## src/rtl/fifo_pkg.sv

```systemverilog
// Shared defaults and width helper for the single-clock byte FIFO.
package fifo_pkg;

    localparam int DATA_W_DEF = 8;
    localparam int DEPTH_DEF  = 16;

    // Pointer width for a power-of-2 depth; count is one bit wider.
    function automatic int ptr_w(input int depth);
        return $clog2(depth);
    endfunction

endpackage

```

## src/rtl/fifo_mem.sv

```systemverilog
// DEPTH x DATA_W simple dual-port RAM: synchronous write, registered read.
module fifo_mem #(
    parameter int DATA_W = 8,
    parameter int DEPTH  = 16,
    parameter int AW     = 4
) (
    input  logic              clk,
    input  logic              rst,
    input  logic              we,
    input  logic [AW-1:0]     waddr,
    input  logic [DATA_W-1:0] wdata,
    input  logic              re,
    input  logic [AW-1:0]     raddr,
    output logic [DATA_W-1:0] rdata
);

    logic [DATA_W-1:0] mem [DEPTH];

    // Storage is never cleared; only the read register resets.
    always_ff @(posedge clk) begin
        if (we) begin
            mem[waddr] <= wdata;
        end
    end

    // Read-before-write on an address collision returns the old entry.
    always_ff @(posedge clk) begin
        if (rst) begin
            rdata <= '0;
        end else if (re) begin
            rdata <= mem[raddr];
        end
    end

endmodule

```

## src/rtl/sync_fifo.sv

```systemverilog
// Single-clock circular-buffer FIFO with registered read data and status flags.
// Define FIFO_ERR_EN to add sticky overflow/underflow outputs.
module sync_fifo
    import fifo_pkg::*;
#(
    parameter int DATA_W = DATA_W_DEF,
    parameter int DEPTH  = DEPTH_DEF,
    parameter int AW     = ptr_w(DEPTH)
) (
    input  logic              inp_clk,
    input  logic              reset,
    input  logic [DATA_W-1:0] inp_d,
    input  logic              inp_valid,
    input  logic              out_ready,
    output logic [DATA_W-1:0] out_d,
    output logic              out_valid,
    output logic              full,
    output logic              empty,
`ifdef FIFO_ERR_EN
    output logic              overflow,
    output logic              underflow,
`endif
    output logic [AW:0]       count
);

    localparam logic [AW:0] FULL_CNT = (AW+1)'(DEPTH);

    logic [AW-1:0] wr_ptr;
    logic [AW-1:0] rd_ptr;
    logic          wr_acc;
    logic          rd_acc;

    assign full  = (count == FULL_CNT);
    assign empty = (count == '0);

    // Handshake: a write is taken when inp_valid is high and there is room,
    // counting the slot freed by a same-cycle read; a read is taken when
    // out_ready is high and the FIFO is non-empty. Popped data appears on
    // out_d with out_valid high exactly one cycle after the accepting edge;
    // out_valid is a one-cycle pulse per pop, not a held level.
    assign rd_acc = out_ready & ~empty;
    assign wr_acc = inp_valid & (~full | rd_acc);

    always_ff @(posedge inp_clk) begin
        if (reset) begin
            wr_ptr    <= '0;
            rd_ptr    <= '0;
            count     <= '0;
            out_valid <= 1'b0;
        end else begin
            if (wr_acc) begin
                wr_ptr <= wr_ptr + 1'b1;
            end
            if (rd_acc) begin
                rd_ptr <= rd_ptr + 1'b1;
            end
            out_valid <= rd_acc;
            case ({wr_acc, rd_acc})
                2'b10:   count <= count + 1'b1;
                2'b01:   count <= count - 1'b1;
                default: count <= count;
            endcase
        end
    end

`ifdef FIFO_ERR_EN
    always_ff @(posedge inp_clk) begin
        if (reset) begin
            overflow  <= 1'b0;
            underflow <= 1'b0;
        end else begin
            if (inp_valid & full & ~out_ready) begin
                overflow <= 1'b1;
            end
            if (out_ready & empty) begin
                underflow <= 1'b1;
            end
        end
    end
`endif

    fifo_mem #(
        .DATA_W (DATA_W),
        .DEPTH  (DEPTH),
        .AW     (AW)
    ) u_mem (
        .clk   (inp_clk),
        .rst   (reset),
        .we    (wr_acc & ~reset),
        .waddr (wr_ptr),
        .wdata (inp_d),
        .re    (rd_acc & ~reset),
        .raddr (rd_ptr),
        .rdata (out_d)
    );

endmodule

```

## config.mk

```make
export PLATFORM = sky130hd
export DESIGN_NAME = sync_fifo
export DESIGN_NICKNAME = d
export VERILOG_FILES = /design/src/rtl/fifo_pkg.sv /design/src/rtl/fifo_mem.sv /design/src/rtl/sync_fifo.sv
export SDC_FILE = /design/constraint.sdc
export NUM_CORES = 1
export LEC_CHECK = 0
export CORE_ASPECT_RATIO = 0.9
export CORE_UTILIZATION = 55
export DETAILED_ROUTE_END_ITERATION = 6
export PLACE_DENSITY = 0.74
export REMOVE_ABC_BUFFERS = 1
export SLEW_MARGIN = 10
export SYNTH_ARGS = -nofsm -noshare
export SYNTH_HDL_FRONTEND = slang
export SYNTH_SLANG_ARGS = --single-unit
export TNS_END_PERCENT = 100
```

## constraint.sdc

```tcl
create_clock -name inp_clk -period 5 [get_ports inp_clk]
set_input_delay 1 -clock inp_clk [delete_from_list [all_inputs] [get_ports inp_clk]]
set_output_delay 1 -clock inp_clk [all_outputs]
set_load 0.02 [all_outputs]
```

# Yosys cells after proc, flatten, opt, wreduce, memory -nomap -nowiden
# Memories as Yosys holds them, arrays and structs flattened. A register that Yosys moved wholly into a read port is not among the register bits.
# Index checks and enable logic that the tools add are counted.
# W data, S select, Z words.
[totals]
wordCells = 25
register_bits = 14
out_inout_bits = 16
n_memories = 1
ramBits = 128
[mem_list]
columns = ["memory", "words", "word_bits", "read_ports", "rd_clocked_by_memory_dff", "wr", "line_no", "rtl"]
rows = [
  ["u_mem.mem", 16, 8, 1, 1, 1, "fifo_mem.sv:17", "logic [DATA_W-1:0] mem [DEPTH];"],
]
[op_classes]
mux = 3
addsub = 4
bitwise = 8
eq_ne = 3
n_reduce_logical = 2
[ops]
columns = ["op", "count"]
rows = [
  ["$pmux W5 S2", 1],
  ["$add A4 B1 Y4 const B", 2],
  ["$add A5 B1 Y5 const B", 1],
  ["$eq A5 B5 Y1 const B", 1],
  ["$logic_not A5 Y1", 1],
  ["$sub A5 B1 Y5 const B", 1],
  ["$and A1 B1 Y1", 4],
  ["$not A1 Y1", 3],
  ["$eq A2 B1 Y1 const B", 1],
  ["$eq A2 B2 Y1 const B", 1],
  ["$mux W1", 2],
  ["$reduce_bool A2 Y1", 1],
  ["$or A1 B1 Y1", 1],
]

# Logic depth before layout (Yosys ltp)
# Gate-level depths: netlist of run 1.
[logic_depth]
word_depth = 8
depth_mapped = 9
ltp_nobuf = 9

# Modules after synthesis
# A second synthesis of run 1 with hierarchy kept.
[unflattened]
hier_cells = 408
area_unflattened_um2 = 6195.9
[modules_own_cells]
columns = ["mod", "seq_area_each_um2", "cells_each", "instances", "area_each_um2"]
rows = [
  ["fifo_mem", 4003.8, 316, 1, 5343.9],
  ["sync_fifo", 280.3, 92, 1, 852.1],
]

# Least setup slack after synthesis of run 1
# No wires, ideal clock.
[synth_path]
path_kind = "input -> register"
startpoint = "input out_ready"
endpoint = "register count[4]"
slack_ns = 2.223
arrival_ns = 2.682
path_stages = 7
path_cell_list = "a21boi_0 > nand2b_1 > fa_1 > nand2b_1 > a21oi_1 > mux2_2 > a221oi_1"
[synth_between]
elab_chain_len = 5
word_cells_on_any_way = 7
classes_between = "eq/ne: 2; mux: 1; bitwise: 3; reduce/logical: 1"
[synth_rtl]
columns = ["element", "line_no", "rtl"]
rows = [
  ["start: declaration", "sync_fifo.sv:14", "input logic out_ready,"],
  ["$and A1 B1 Y1 *", "sync_fifo.sv:41", "assign rd_acc = out_ready & ~empty;"],
  ["$or A1 B1 Y1", "sync_fifo.sv:42", "assign wr_acc = inp_valid & (~full | rd_acc);"],
  ["$and A1 B1 Y1", "sync_fifo.sv:42", ""],
  ["$eq A2 B1 Y1 or $eq A2 B2 Y1 (tied branches)", "sync_fifo.sv:58", "case ({wr_acc, rd_acc})"],
  ["$pmux W5 S2 or $reduce_bool A2 Y1 (tied branches)", "n/a", ""],
  ["end signal: assignment", "sync_fifo.sv:59", "2'b10: count <= count + 1'b1;"],
  ["end signal: assignment", "sync_fifo.sv:60", "2'b01: count <= count - 1'b1;"],
  ["end signal: assignment", "sync_fifo.sv:61", "default: count <= count;"],
  ["end: declaration", "sync_fifo.sv:23", "output logic [AW:0] count"],
]
# Every way passes the cells marked *; elsewhere a longest branch is shown, timed or not.
# A chain may end at the register's enable or synchronous reset.

# Worst setup path after layout of run 1
# Ends and elaborated chain as after synthesis.

==> results of run 1 <==
## final timing paths
| check | startpoint | end | slack [ns] | cells past startpoint |
|---|---|---|---|---|
| max | out_ready | count[4] | 1.53 | 9 |
| min | u_mem.rdata[7] | u_mem.rdata[7] | 0.51 | 2 |
| max reg2reg | count[4] | count[4] | 2.11 | 9 |
| min reg2reg | u_mem.rdata[7] | u_mem.rdata[7] | 0.51 | 2 |
## cells in the final DEF, fill, tap and decap left out, drive strengths merged, types with 2 or more instances in the layout
master	count
edfxtp	128
a22oi	3
inv	7
xor2	3
buf	4
clkinv	7
o21ai	2
a22o	5
o22ai	16
xnor2	2
clkdlybuf4s50	27
ha	8
mux2i	36
nor3	8
dfxtp	22
clkbuf	19
nor4	6
or3	3
mux4	16
mux2	5
nand2b	7
nor2	40
a21oi	3
nand3	2
a31oi	2
nand2	8
bufinv	4
nor2b	4
a211oi	3
## metal layers
metal	share of wire [%]	vias up	GRT usage (%)
met4	1.8	0	9.62
met2	50	132	36.3
met1	43	1665	30.5
met3	5.7	21	4.92
li1	-	1515	-
met5	0	-	0
## critical path, stage by stage
cell and delay [ns]:
clkdlybuf4s50_1 0.72, a21boi_0 0.23, buf_4 0.21, nand2b_1 0.11, fa_1 0.40, nand2b_1 0.16
a21oi_1 0.32, mux2_2 0.38, a221oi_1 0.25
## registers in the layout, summed over array words and instances, names as in the netlist
| register | cells |
|---|---|
| count | 5 |
| out_valid | 1 |
| rd_ptr | 4 |
| u_mem.mem | 128 |
| u_mem.rdata | 8 |
| wr_ptr | 4 |
## layout make-up
type,count,area [sq um],area share [%]
Clock buffer,19,433,6.08
Multi-Input combinational cell,197,1720,24.2
Clock inverter,12,160,2.25
Tap cell,152,190,2.67
Inverter,7,26.3,0.369
Timing Repair Buffer,31,300,4.22
Sequential cell,150,4290,60.2
## stage by stage
stage / power, uW / utilization (%) / setup WS [ns] / area (sq um)
floorplan: 2030 / - / 1.59 / 6030
global placement: 2300 / 60.1 / 1.21 / 6530
detailed placement: 2310 / 60.1 / 1.09 / 6530
CTS: 3590 / 65.6 / 1.54 / 7120
global route: 3720 / 65.6 / 1.37 / 7120
finish: 3580 / 65.6 / 1.53 / 7120
## kinds of logic (layout without fill, tap and decap cells)
logic type      Yosys count  count (layout)  synth area share (%)
simple gates             84              84                  6.64
buf+inv                  25              69                  2.14
compound gates           42              42                  5.73
mux                      57              57                  13.0
flops                   150             150                  69.8
fa+ha+maj                 9               9                  1.96
xor+xnor                  5               5                 0.713
## power by group through the flow
| stage | clock [uW] | combinational [uW] | sequential [uW] |
|---|---|---|---|
| finish | 1290 | 798 | 1490 |
| global route | 1350 | 867 | 1500 |
| detailed placement | 0 | 795 | 1520 |
| floorplan | 0 | 450 | 1580 |
| global placement | 0 | 780 | 1520 |
| CTS | 1300 | 802 | 1490 |
==> summary.txt, run 1 <==
Status
  – Status: completed

Clocking
  – CTS tree: done
  – Hold_buf cts: 0
  – Max Buffers Root-to-Sink: 2
  – Resize count post-CTS: 0
  – Number of CTS-inserted buffers: 17
  – Htree depth: 4
  – Clock tree sinks: 150
  – Setup repair bufs after CTS: 0
  – Clock Pin Slew Worst Setup and Hold Paths: 0.06 ns
  – Root Driver: clkbuf_16
  – Worst-Skew Late Latency: roughly 0.42 ns

Setup path
  – Critical path fanouts, max: 11
  – Critical path arrival: between 3 and 4 ns
  – CP Launch Type: primary input
  – WS Path Type: in -> reg
  – Worst Setup End Kind: register
  – Worst endpoint required time: roughly 5.3 ns

Timing
  – Clock skew: approximately 0.0077 ns
  – RSZ-0062 raised after global routing: no
  – Worst-Margin Slew: around 0.93 ns
  – Hold Slack: slightly above 0.5 ns
  – Slew HR: approximately 37%
  – Crit path time final: approximately 3.5 ns
  – Fmax achieved: approximately 290 MHz
  – Setup Total Neg Slack: 0 ns
  – Ratio of final minimum period to clock period: between 60% and 70%
  – Final Hold Vio Count: 0
  – Setup Viol. Count Final: 0
  – Pins over their slew limit: 0

Logic synthesis
  – Synth unique cells: 51
  – Syn. warnings: 0
  – Count leader, synth: edfxtp_1
  – Synth async-reset ratio: 0%
  – Post-Synthesis Cells: around 370
  – Post-synth EDFFs: approximately 130
  – Seq cells post-synth: 150
  – Most frequent cells after synthesis: edfxtp_1, nor2_1, mux2i_1
  – Dominant synthesized flop cell: edfxtp_1
  – Avg Cell Area, Syn: 16.5 sq um
  – Ranking of synthesized cells by area: edfxtp_1, dfxtp_1, mux4_2
  – Area leader, netlist: edfxtp_1
  – Syn Std Cell Area: between 0.006 and 0.007 sq mm
  – Synth top area share: a little over three fifths
  – Sequential area share after synthesis: between 60 and 70%

Global route
  – Largest net degree at the start of global routing: 52
  – GRT overflow: 0
  – Initial antenna violation count: 0
  – GRT Total Usage: between 20% and 30%
  – First-pass GRT wire length: 18.5 mm
  – Via count of the first global-routing pass: 3200

Power
  – Switch Pwr: roughly 970 uW
  – Int Pwr: between 2000 and 3000 uW
  – Worst vdd ir: between 0.0003 and 0.0004 V
  – Power Density: approximately 500 mW/mm^2
  – Net Sw Frac: 27.0%
  – LEAKAGE: between 0.002 and 0.0025 uW
  – Sequential share of power: a little over two fifths
  – Comb pwr share: 22.3%
  – Clock network power share: 35.9%

Floorplanning
  – Rows: 36
  – Die H: 102 um
  – Starting Density: approximately 57%
  – DIE AREA: about 0.012 sq mm
  – Core area: between 0.01 and 0.015 sq mm
  – IO Count: 28
  – Die X: roughly 110 um

Drt
  – Vias: ~3300
  – Post-DR vias/cell: roughly 6
  – Remaining antenna violation count: 0
  – Wire per inst: 21.4 um
  – Drt drc: 0
  – Initial DRT Pass Iterations: 5
  – Starting DRC count in detailed routing: around 320
  – WL final: 12.2 mm

Worst hold path
  – Worst min-delay path category: reg -> reg

Finish
  – Synthesis-to-layout area growth: 16.0%
  – Layout Nets: between 400 and 500
  – Fraction of final layout cells sized beyond drive strength 1: 14.2%
  – # fillers: roughly 760
  – Diode count: 0
  – Final Non-Filler Cells: about 570

Placed design
  – Inst Count DP: 537
  – Gpl congestion: roughly 0.8
  – DP Wirelength: 7.30 mm
  – Port-buffer cells: 27

Run
  – Max Cap Viol: 0
No activity file was read; power rests on OpenSTA's default activity.
==> run 2: changes to the inputs <==
Settings changed: CORE_UTILIZATION 55 to 54, PLACE_DENSITY 0.74 to 0.75.
Clock period 5 ns to 3 ns, I/O delays scaled along.
==> summary.txt, run 2 (same netlist as run 1, synthesis figures left out) <==
Power
  – Sequential share of power: slightly above 40%
  – Comb pwr share: roughly 23%
  – Power Density: 829 mW/mm^2
  – LEAKAGE: 0.00236 uW
  – Net Sw Frac: 28.2%
  – Switch Pwr: 1700 uW
  – Int Pwr: ~4300 uW
  – Worst vdd ir: 0.000483 V
  – Clock network power share: between 30% and 40%

Setup path
  – CP Launch Type: register
  – Worst endpoint required time: ~2.4 ns
  – Register-to-Register Path Depth: 8
  – WS Path Type: reg -> out
  – Critical path arrival: ~2.2 ns
  – Critical path fanouts, max: 6
  – Worst Setup End Kind: output pin

Timing
  – Fmax achieved: ~360 MHz
  – Setup Total Neg Slack: 0 ns
  – Ratio of final minimum period to clock period: 92.6%
  – Crit path time final: 2.78 ns
  – Pins over their slew limit: 0
  – Worst-Margin Slew: between 0.8 and 0.9 ns
  – Clock skew: about 0.0083 ns
  – Final Hold Vio Count: 0
  – RSZ-0062 raised after global routing: no
  – Slew HR: about 46%
  – Setup Viol. Count Final: 0
  – PnR worst setup slack: between 0.2 and 0.25 ns

Finish
  – Max reg flops: about 130
  – Diode count: 0
  – Top flop regs: u_mem.mem x128, u_mem.rdata x8, count x5
  – Final Cell Area: about 0.0073 sq mm
  – Final core occ: between 60% and 70%
  – Leading cell type in the layout, fill and taps excluded: edfxtp_1
  – Layout Nets: 442
  – Synthesis-to-layout area growth: 18.2%
  – Most frequent cells in the layout: edfxtp_1, nor2_1, mux2i_1, clkdlybuf4s50_1
  – Fraction of final layout cells sized beyond drive strength 1: 19.4%
  – Largest register by flop count: u_mem.mem

Global route
  – GRT overflow: 0
  – First-pass GRT wire length: 19.1 mm
  – GRT Total Usage: 23.2%
  – Via count of the first global-routing pass: approximately 3400
  – Initial antenna violation count: 0
  – Largest net degree at the start of global routing: 23

Run
  – Max Cap Viol: 0

Worst hold path
  – Min-Delay Path Depth: 2
  – Worst min-delay path category: reg -> reg

Floorplanning
  – DIE AREA: 0.0118 sq mm
  – Die X: between 100 and 150 um
  – Core area: ~0.011 sq mm
  – Starting Density: approximately 56%
  – IO Count: 28
  – Rows: 36
  – Die H: a little over 100 um

Drt
  – Initial DRT Pass Iterations: 5
  – Wire per inst: approximately 21 um
  – Vias: about 3400
  – Drt drc: 0
  – Starting DRC count in detailed routing: around 400
  – Remaining antenna violation count: 0
  – WL final: 12.3 mm
  – Post-DR vias/cell: 5.86

Clocking
  – Clock Pin Slew Worst Setup and Hold Paths: approximately 0.060 ns
  – Max Buffers Root-to-Sink: 2
  – Htree depth: 4
  – Number of CTS-inserted buffers: 17
  – Resize count post-CTS: 0
  – CTS tree: done
  – Clock tree sinks: 150
  – Root Driver: clkbuf_16
  – Setup repair bufs after CTS: 0
  – Worst-Skew Late Latency: 0.42 ns
  – Hold_buf cts: 0

Status
  – Status: completed

Placed design
  – Port-buffer cells: 27
  – Gpl congestion: around 0.89
  – DP Wirelength: between 8 and 9 mm
  – Post-Place Worst Slack: around 0.076 ns
  – Post-DP Area: 0.00665 sq mm
[run 2: changes by cell type in the layout (fill, tap and decap cells not counted), sizes merged]
| cell | change |
|---|---|
| buf | +17 |
| clkinvlp | +2 |
| clkbuf | -2 |
| inv | +2 |
| bufinv | -1 |
[run 2: power groups by stage]
stage / clock network, uW / registers, uW / logic [uW]
detailed placement: 0 / 2520 / 1380
global placement: 0 / 2520 / 1350
finish: 2140 / 2480 / 1390
global route: 2260 / 2500 / 1510
floorplan: 0 / 2630 / 750
CTS: 2170 / 2480 / 1390
[run 2: final cells by class]
type / instances / area, sq um
fill: 746 / 3690
clock buffer: 17 / 425
inverter: 7 / 26.3
clock inverter: 15 / 180
multi-input combinational: 197 / 1720
timing repair buffer: 48 / 428
sequential: 150 / 4290
tap: 152 / 190
[run 2: worst paths after layout]
| path | start | to | slack (ns) |
|---|---|---|---|
| min | u_mem.rdata[4] | u_mem.rdata[4] | 0.49 |
| max reg2reg | count[4] | count[4] | 0.40 |
| max | count[0] | empty | 0.22 |
| min reg2reg | u_mem.rdata[4] | u_mem.rdata[4] | 0.49 |
[run 2: through the flow]
| stage | hold slack (ns) | cells | total power, uW |
|---|---|---|---|
| finish | 0.490 | 586 | 6020 |
| global route | 0.525 | 586 | 6260 |
| CTS | 0.494 | 586 | 6050 |
| detailed placement | 0.482 | 554 | 3900 |
| global placement | 0.480 | 554 | 3870 |
| floorplan | 0.503 | 354 | 3380 |
[run 2: critical path: stages, from the launching register on]
cell and delay (ns):
dfxtp_1 0.35, or4_1 0.64, nor2_4 0.15, clkdlybuf4s50_1 0.62
[run 2: per-layer routing]
layer / part of all wire, % / routed length (um) / global-route usage [%] / vias up
li1: - / - / - / 1546
met4: 1.8 / 218 / 7.49 / 0
met3: 6.2 / 763 / 6.88 / 23
met5: 0 / 0 / 0 / -
met2: 48 / 5930 / 37.3 / 138
met1: 44 / 5380 / 30.7 / 1726
==> run 3: changes to the inputs <==
Settings changed: CAP_MARGIN from default to 20.
==> results of run 3 <==
Same layout as run 2: the final DEF is identical, and so are final timing and power.
